## src/rtl/uart_clk_rst_gen.sv

```systemverilog
// Fractional phase-accumulator baud tick generator with a counted reset stretcher.
// Optional macro UART_CLKGEN_BITCNT_EN adds a 16-bit bit-tick counter output o_bit_cnt.
module uart_clk_rst_gen #(
    parameter int unsigned       ACC_W       = 32,
    parameter int unsigned       OVERSAMPLE  = 16,
    parameter logic [ACC_W-1:0]  INC_DEFAULT = ACC_W'(79164837),
    parameter int unsigned       RST_HOLD    = 16
) (
    input  logic                          i_clk,
    input  logic                          i_rst,
    input  logic                          i_tick_en,
    input  logic                          i_inc_wr,
    input  logic [ACC_W-1:0]              i_inc,
    output logic                          o_rst,
    output logic                          o_os_tick,
    output logic                          o_bit_tick,
    output logic [$clog2(OVERSAMPLE)-1:0] o_os_cnt
`ifdef UART_CLKGEN_BITCNT_EN
    ,
    output logic [15:0]                   o_bit_cnt
`endif
);

    localparam int unsigned OS_W   = $clog2(OVERSAMPLE);
    localparam int unsigned HOLD_W = $clog2(RST_HOLD + 1);
    localparam logic [OS_W-1:0]   OS_LAST   = OS_W'(OVERSAMPLE - 1);
    localparam logic [HOLD_W-1:0] HOLD_LAST = HOLD_W'(RST_HOLD - 1);

    logic [ACC_W-1:0]  acc_q, acc_d;
    logic [ACC_W-1:0]  inc_q, inc_d;
    logic [OS_W-1:0]   os_cnt_q, os_cnt_d;
    logic [HOLD_W-1:0] hold_cnt_q, hold_cnt_d;
    logic              rst_q, rst_d;
    logic              os_tick_q, os_tick_d;
    logic              bit_tick_q, bit_tick_d;
    logic [ACC_W:0]    sum;
    logic              run;
    logic              os_last;

    // Reset stretcher: o_rst drops on the edge where hold_cnt has counted RST_HOLD-1.
    always_comb begin
        rst_d      = rst_q;
        hold_cnt_d = hold_cnt_q;
        if (rst_q) begin
            if (hold_cnt_q == HOLD_LAST) begin
                rst_d = 1'b0;
            end else begin
                hold_cnt_d = hold_cnt_q + 1'b1;
            end
        end
    end

    // The carry out of the wide add is the oversample tick; an increment write
    // restarts the phase and suppresses whatever that cycle's add would have produced.
    always_comb begin
        sum        = {1'b0, acc_q} + {1'b0, inc_q};
        run        = !rst_q && i_tick_en;
        os_last    = (os_cnt_q == OS_LAST);
        inc_d      = inc_q;
        acc_d      = acc_q;
        os_cnt_d   = os_cnt_q;
        os_tick_d  = 1'b0;
        bit_tick_d = 1'b0;
        if (i_inc_wr) begin
            inc_d    = i_inc;
            acc_d    = '0;
            os_cnt_d = '0;
        end else if (run) begin
            acc_d      = sum[ACC_W-1:0];
            os_tick_d  = sum[ACC_W];
            bit_tick_d = sum[ACC_W] && os_last;
            if (sum[ACC_W]) begin
                os_cnt_d = os_last ? '0 : os_cnt_q + 1'b1;
            end
        end
    end

    always_ff @(posedge i_clk) begin
        if (i_rst) begin
            acc_q      <= '0;
            inc_q      <= INC_DEFAULT;
            os_cnt_q   <= '0;
            hold_cnt_q <= '0;
            rst_q      <= 1'b1;
            os_tick_q  <= 1'b0;
            bit_tick_q <= 1'b0;
        end else begin
            acc_q      <= acc_d;
            inc_q      <= inc_d;
            os_cnt_q   <= os_cnt_d;
            hold_cnt_q <= hold_cnt_d;
            rst_q      <= rst_d;
            os_tick_q  <= os_tick_d;
            bit_tick_q <= bit_tick_d;
        end
    end

`ifdef UART_CLKGEN_BITCNT_EN
    logic [15:0] bit_cnt_q, bit_cnt_d;

    always_comb begin
        bit_cnt_d = bit_cnt_q;
        if (i_inc_wr) begin
            bit_cnt_d = '0;
        end else if (bit_tick_d) begin
            bit_cnt_d = bit_cnt_q + 1'b1;
        end
    end

    always_ff @(posedge i_clk) begin
        if (i_rst) begin
            bit_cnt_q <= '0;
        end else begin
            bit_cnt_q <= bit_cnt_d;
        end
    end

    assign o_bit_cnt = bit_cnt_q;
`endif

    assign o_rst      = rst_q;
    assign o_os_tick  = os_tick_q;
    assign o_bit_tick = bit_tick_q;
    assign o_os_cnt   = os_cnt_q;

endmodule

```

## config.mk

```make
export PLATFORM = sky130hd
export DESIGN_NAME = uart_clk_rst_gen
export DESIGN_NICKNAME = d
export VERILOG_FILES = /design/src/rtl/uart_clk_rst_gen.sv
export SDC_FILE = /design/constraint.sdc
export NUM_CORES = 1
export LEC_CHECK = 0
export CAP_MARGIN = 10
export CELL_PAD_IN_SITES_DETAIL_PLACEMENT = 1
export CELL_PAD_IN_SITES_GLOBAL_PLACEMENT = 1
export CORE_MARGIN = 2
export CORE_UTILIZATION = 39
export DETAILED_ROUTE_END_ITERATION = 16
export PLACE_DENSITY_LB_ADDON = 0.1
export SLEW_MARGIN = 15
export SYNTH_ARGS = -nofsm -noshare
export SYNTH_HDL_FRONTEND = slang
export SYNTH_SLANG_ARGS = --single-unit
```

## constraint.sdc

```tcl
create_clock -name i_clk -period 2.4 [get_ports i_clk]
set_input_delay 0.36 -clock i_clk [delete_from_list [all_inputs] [get_ports i_clk]]
set_output_delay 0.36 -clock i_clk [all_outputs]
set_load 0.05 [all_outputs]
```

==> run_summary.xml <==
<?xml version="1.0" encoding="UTF-8"?>
<metrics>
  <group name="logic_synthesis">
    <metric name="synthFlopType" unit="">sky130_fd_sc_hd__dfxtp_1</metric>
    <metric name="synth_cell_types" unit="">59</metric>
    <metric name="synth-async-reset-ratio" unit="%">0</metric>
    <metric name="synth-seq-area-share" unit="%">34.4</metric>
    <metric name="ys.warnings.count" unit="">0</metric>
    <metric name="number_of_flip_flops_and_latches_in_the_synthesized_netlist" unit="">76</metric>
    <metric name="synth.cell_area" unit="µm²">4420</metric>
    <metric name="average_size_of_a_mapped_cell" unit="µm²">8.39</metric>
    <metric name="synth.net_count" unit="">599</metric>
    <metric name="synth_edf_count" unit="">0</metric>
    <metric name="netlist_instances" unit="">527</metric>
  </group>
  <group name="timing">
    <metric name="worst_slack_on_hold_paths" unit="ps">459</metric>
    <metric name="setup-tns-final" unit="ps">-793</metric>
    <metric name="number_of_setup_violations_in_the_final_report" unit="">10</metric>
    <metric name="worst_slack" unit="ps">-168</metric>
    <metric name="fin_worst_skew" unit="ps">5.33</metric>
    <metric name="worstMarginPinSlew" unit="ps">518</metric>
    <metric name="drv_slew" unit="">0</metric>
    <metric name="final_hold_viol_count" unit="">0</metric>
    <metric name="setup_repair_after_global_routing_missed_its_margin" unit="">yes</metric>
    <metric name="period_share" unit="%">107</metric>
    <metric name="max_freq" unit="MHz">389</metric>
    <metric name="final_period_minus_worst_setup_slack" unit="ps">2570</metric>
    <metric name="max_slew_margin" unit="%">65.4</metric>
  </group>
  <group name="hold_path">
    <metric name="timing.hold.worst_endpoint" unit="">acc_q[5]</metric>
    <metric name="whs_path_depth" unit="">2</metric>
    <metric name="worst_hold_startpoint" unit="">acc_q[5]</metric>
    <metric name="worst_hold_path_type" unit="">reg -&gt; reg</metric>
  </group>
  <group name="run_status">
    <metric name="failed_checks" unit="">setup timing</metric>
    <metric name="result_of_the_run" unit="">finished with violations</metric>
  </group>
  <group name="routing">
    <metric name="post-route-drc-count" unit="">0</metric>
    <metric name="routed-via-count" unit="">4260</metric>
    <metric name="drt-wirelength-per-cell" unit="µm">17.8</metric>
    <metric name="post_drt_via_cell_ratio" unit="">5.51</metric>
    <metric name="drt_first_pass_iters" unit="">4</metric>
    <metric name="remaining_antenna_violation_count" unit="">0</metric>
    <metric name="totalWireLength" unit="mm">13.7</metric>
    <metric name="drt_iter0_markers" unit="">132</metric>
  </group>
  <group name="worst_setup_path">
    <metric name="ff2ff_path_depth" unit="">9</metric>
    <metric name="r2r_setup_slack" unit="ps">-170</metric>
    <metric name="startpoint_type_of_the_worst_setup_path" unit="">flip-flop</metric>
    <metric name="worstPathRequired" unit="ps">2670</metric>
    <metric name="crit_fanout" unit="">2</metric>
    <metric name="crit_arrival" unit="ps">2840</metric>
    <metric name="timing_worst_setup_path_type" unit="">reg -&gt; reg</metric>
    <metric name="crit_path_end_kind" unit="">flip-flop</metric>
    <metric name="r2r_end" unit="">acc_q[27]</metric>
    <metric name="worst_r2r_startpoint" unit="">inc_q[1]</metric>
  </group>
  <group name="power">
    <metric name="clkPwrFrac" unit="%">45.7</metric>
    <metric name="leakage_dissipation" unit="nW">2.57</metric>
    <metric name="power.ir.vdd_worst" unit="V">0.000484</metric>
    <metric name="power.share.sequential" unit="%">42.0</metric>
    <metric name="switching_share" unit="%">23.8</metric>
    <metric name="p_per_area" unit="nW/µm²">516</metric>
    <metric name="cellInternalPower" unit="mW">2.42</metric>
    <metric name="combinationalPowerShare" unit="%">12.3</metric>
    <metric name="switching_power" unit="µW">757</metric>
  </group>
  <group name="floorplanning">
    <metric name="die_width" unit="µm">110</metric>
    <metric name="vert_die_dim" unit="µm">110</metric>
    <metric name="io_pins" unit="">43</metric>
    <metric name="die_area" unit="µm²">12200</metric>
    <metric name="initial_utilization" unit="%">40.4</metric>
    <metric name="placementRows" unit="">38</metric>
    <metric name="core" unit="µm²">10900</metric>
  </group>
  <group name="placed_design">
    <metric name="globalplace.congestion" unit="">0.888</metric>
    <metric name="dpl.cell_count" unit="">747</metric>
    <metric name="post-dp-hpwl" unit="mm">9.74</metric>
    <metric name="io_buffers" unit="">42</metric>
  </group>
  <group name="clocking">
    <metric name="cts_buffers" unit="">9</metric>
    <metric name="cts.htree.levels" unit="">3</metric>
    <metric name="cts.path.max_buffers" unit="">2</metric>
    <metric name="cts_root_buf" unit="">sky130_fd_sc_hd__clkbuf_16</metric>
    <metric name="cts.sink_count" unit="">76</metric>
    <metric name="tritoncts" unit="">done</metric>
    <metric name="cts.hold.buffers_added" unit="">0</metric>
    <metric name="cts.reportedPaths.clkPinSlew" unit="ps">60</metric>
    <metric name="clock_latency_at_the_later_pin_of_the_worst_skew_pair" unit="ps">350</metric>
  </group>
  <group name="grt">
    <metric name="grt_start_max_net_pins" unit="">42</metric>
    <metric name="grt_antenna_before_repair" unit="">0</metric>
    <metric name="grt_pass1_wl" unit="mm">23.0</metric>
    <metric name="grt_overflow" unit="">0</metric>
    <metric name="first_global_vias" unit="">4662</metric>
    <metric name="track_usage" unit="%">23.2</metric>
  </group>
  <group name="final_layout">
    <metric name="layout-area-overhead-vs-synth" unit="%">39.0</metric>
    <metric name="antenna_cells_inserted" unit="">0</metric>
    <metric name="finish.utilization" unit="%">56.2</metric>
    <metric name="drive_gt1_share" unit="%">23.7</metric>
    <metric name="stdcell_count" unit="">773</metric>
    <metric name="nNetsFinal" unit="">700</metric>
  </group>
  <group name="run">
    <metric name="drv_cap" unit="">0</metric>
  </group>
</metrics>
## how the worst max path moves through the flow
stage                   start     endpoint  slack, ps
detailed placement   acc_q[1]    acc_q[27]       -210
finish               inc_q[1]    acc_q[27]       -170
global route         inc_q[1]    acc_q[27]       -300
floorplan           acc_q[12]  o_os_cnt[3]          2
global placement     acc_q[6]    acc_q[27]       -110
CTS                  inc_q[1]    acc_q[27]       -150
## layout make-up
| cell class | instances | area (µm²) |
|---|---|---|
| fill | 1278 | 4790 |
| clock buffer | 12 | 236 |
| sequential | 76 | 1530 |
| multi-input combinational | 419 | 3130 |
| timing repair buffer | 112 | 961 |
| tap | 140 | 175 |
| clock inverter | 4 | 73.8 |
| inverter | 10 | 37.5 |
## worst max-delay path: stages (launching register included)
cell                        delay [ps]
sky130_fd_sc_hd__dfxtp_2           340
sky130_fd_sc_hd__ha_4              250
sky130_fd_sc_hd__a211oi_4          270
sky130_fd_sc_hd__o21bai_2          100
sky130_fd_sc_hd__o2111ai_2         220
sky130_fd_sc_hd__nand3_2           150
sky130_fd_sc_hd__a311oi_4          360
sky130_fd_sc_hd__a211oi_2          130
sky130_fd_sc_hd__or4b_1            510
sky130_fd_sc_hd__a31oi_1           160
## per-stage QoR
stage | total power, mW | setup slack [ps] | area [µm²]
finish | 3.17 | -168 | 6150
global route | 3.29 | -297 | 6150
global placement | 1.70 | -111 | 5410
CTS | 3.18 | -150 | 5950
detailed placement | 1.71 | -206 | 5410
floorplan | 1.54 | 1.99 | 4450
## synth_stat cells, drive strengths merged (3+ instances only)
| master | count | area, µm² |
|---|---|---|
| inv | 10 | 37.5 |
| or2 | 3 | 18.8 |
| xor2 | 9 | 78.8 |
| and3 | 6 | 37.5 |
| and2 | 3 | 18.8 |
| o21bai | 7 | 52.6 |
| o21ai | 22 | 110 |
| a31oi | 4 | 25.0 |
| nand4 | 3 | 18.8 |
| nor2b | 21 | 131 |
| nand3 | 10 | 55.1 |
| o21a | 6 | 45.0 |
| o211ai | 5 | 37.5 |
| clkbuf | 16 | 60.1 |
| nand2 | 65 | 244 |
| a21o | 12 | 90.1 |
| mux2i | 18 | 180 |
| nor3 | 7 | 35.0 |
| a211o | 21 | 185 |
| xnor2 | 14 | 123 |
| buf | 6 | 22.5 |
| a211oi | 9 | 72.6 |
| a21oi | 59 | 303 |
| nor2 | 46 | 173 |
| dfxtp | 76 | 1520 |
| nand3b | 3 | 22.5 |
| ha | 35 | 438 |
## cell families (layout without fill, tap and decap cells)
group | after synthesis | in the layout | synth area share [%]
multiplexers | 18 | 18 | 4.07
flip-flops | 76 | 76 | 34.4
buffers and inverters | 32 | 138 | 2.72
XOR/XNOR | 23 | 23 | 4.55
AO/OA/AOI/OAI | 162 | 162 | 24.6
AND/OR/NAND/NOR | 180 | 180 | 19.3
adder cells (fa/ha/maj) | 36 | 36 | 10.4
## placed cells by master (no fill, tap or decap), drive strengths merged, types with 18 or more instances in the layout
cell type	netlist	layout
ha	35	35
nor2	46	46
a211o	21	21
mux2i	18	18
o21ai	22	22
dfxtp	76	76
a21oi	59	59
nand2	65	65
clkdlybuf4s50	0	41
nor2b	21	21
buf	6	71
## power by group through the flow
stage / logic, mW / clock network (mW) / registers, mW
floorplan: 0.200 / 0 / 1.35
global placement: 0.346 / 0 / 1.35
detailed placement: 0.358 / 0 / 1.36
CTS: 0.378 / 1.47 / 1.33
global route: 0.428 / 1.52 / 1.34
finish: 0.390 / 1.45 / 1.33
## flip-flops by register name (all words and copies together), names as in the netlist
| register | count |
|---|---|
| o_bit_tick | 1 |
| o_rst | 1 |
| o_os_cnt | 4 |
| inc_q | 32 |
| o_os_tick | 1 |
| acc_q | 32 |
| hold_cnt_q | 5 |
## metal layers
metal,vias to the layer above,track usage [%],share of wire (%)
met5,-,0,0
met4,0,7.92,1.7
met3,16,3.40,2.1
met2,45,42.7,53
met1,2099,27.2,43
li1,2100,-,-
## timing repair
item | CTS | global route
hold endpoints to repair | 0 | 0
gates cloned | 0 | 0
buffers inserted | 7 | 3
gates resized for setup | 38 | 36
setup endpoints to repair | 12 | 18
pin swaps | 30 | 17
No activity file was read; power rests on OpenSTA's default activity.
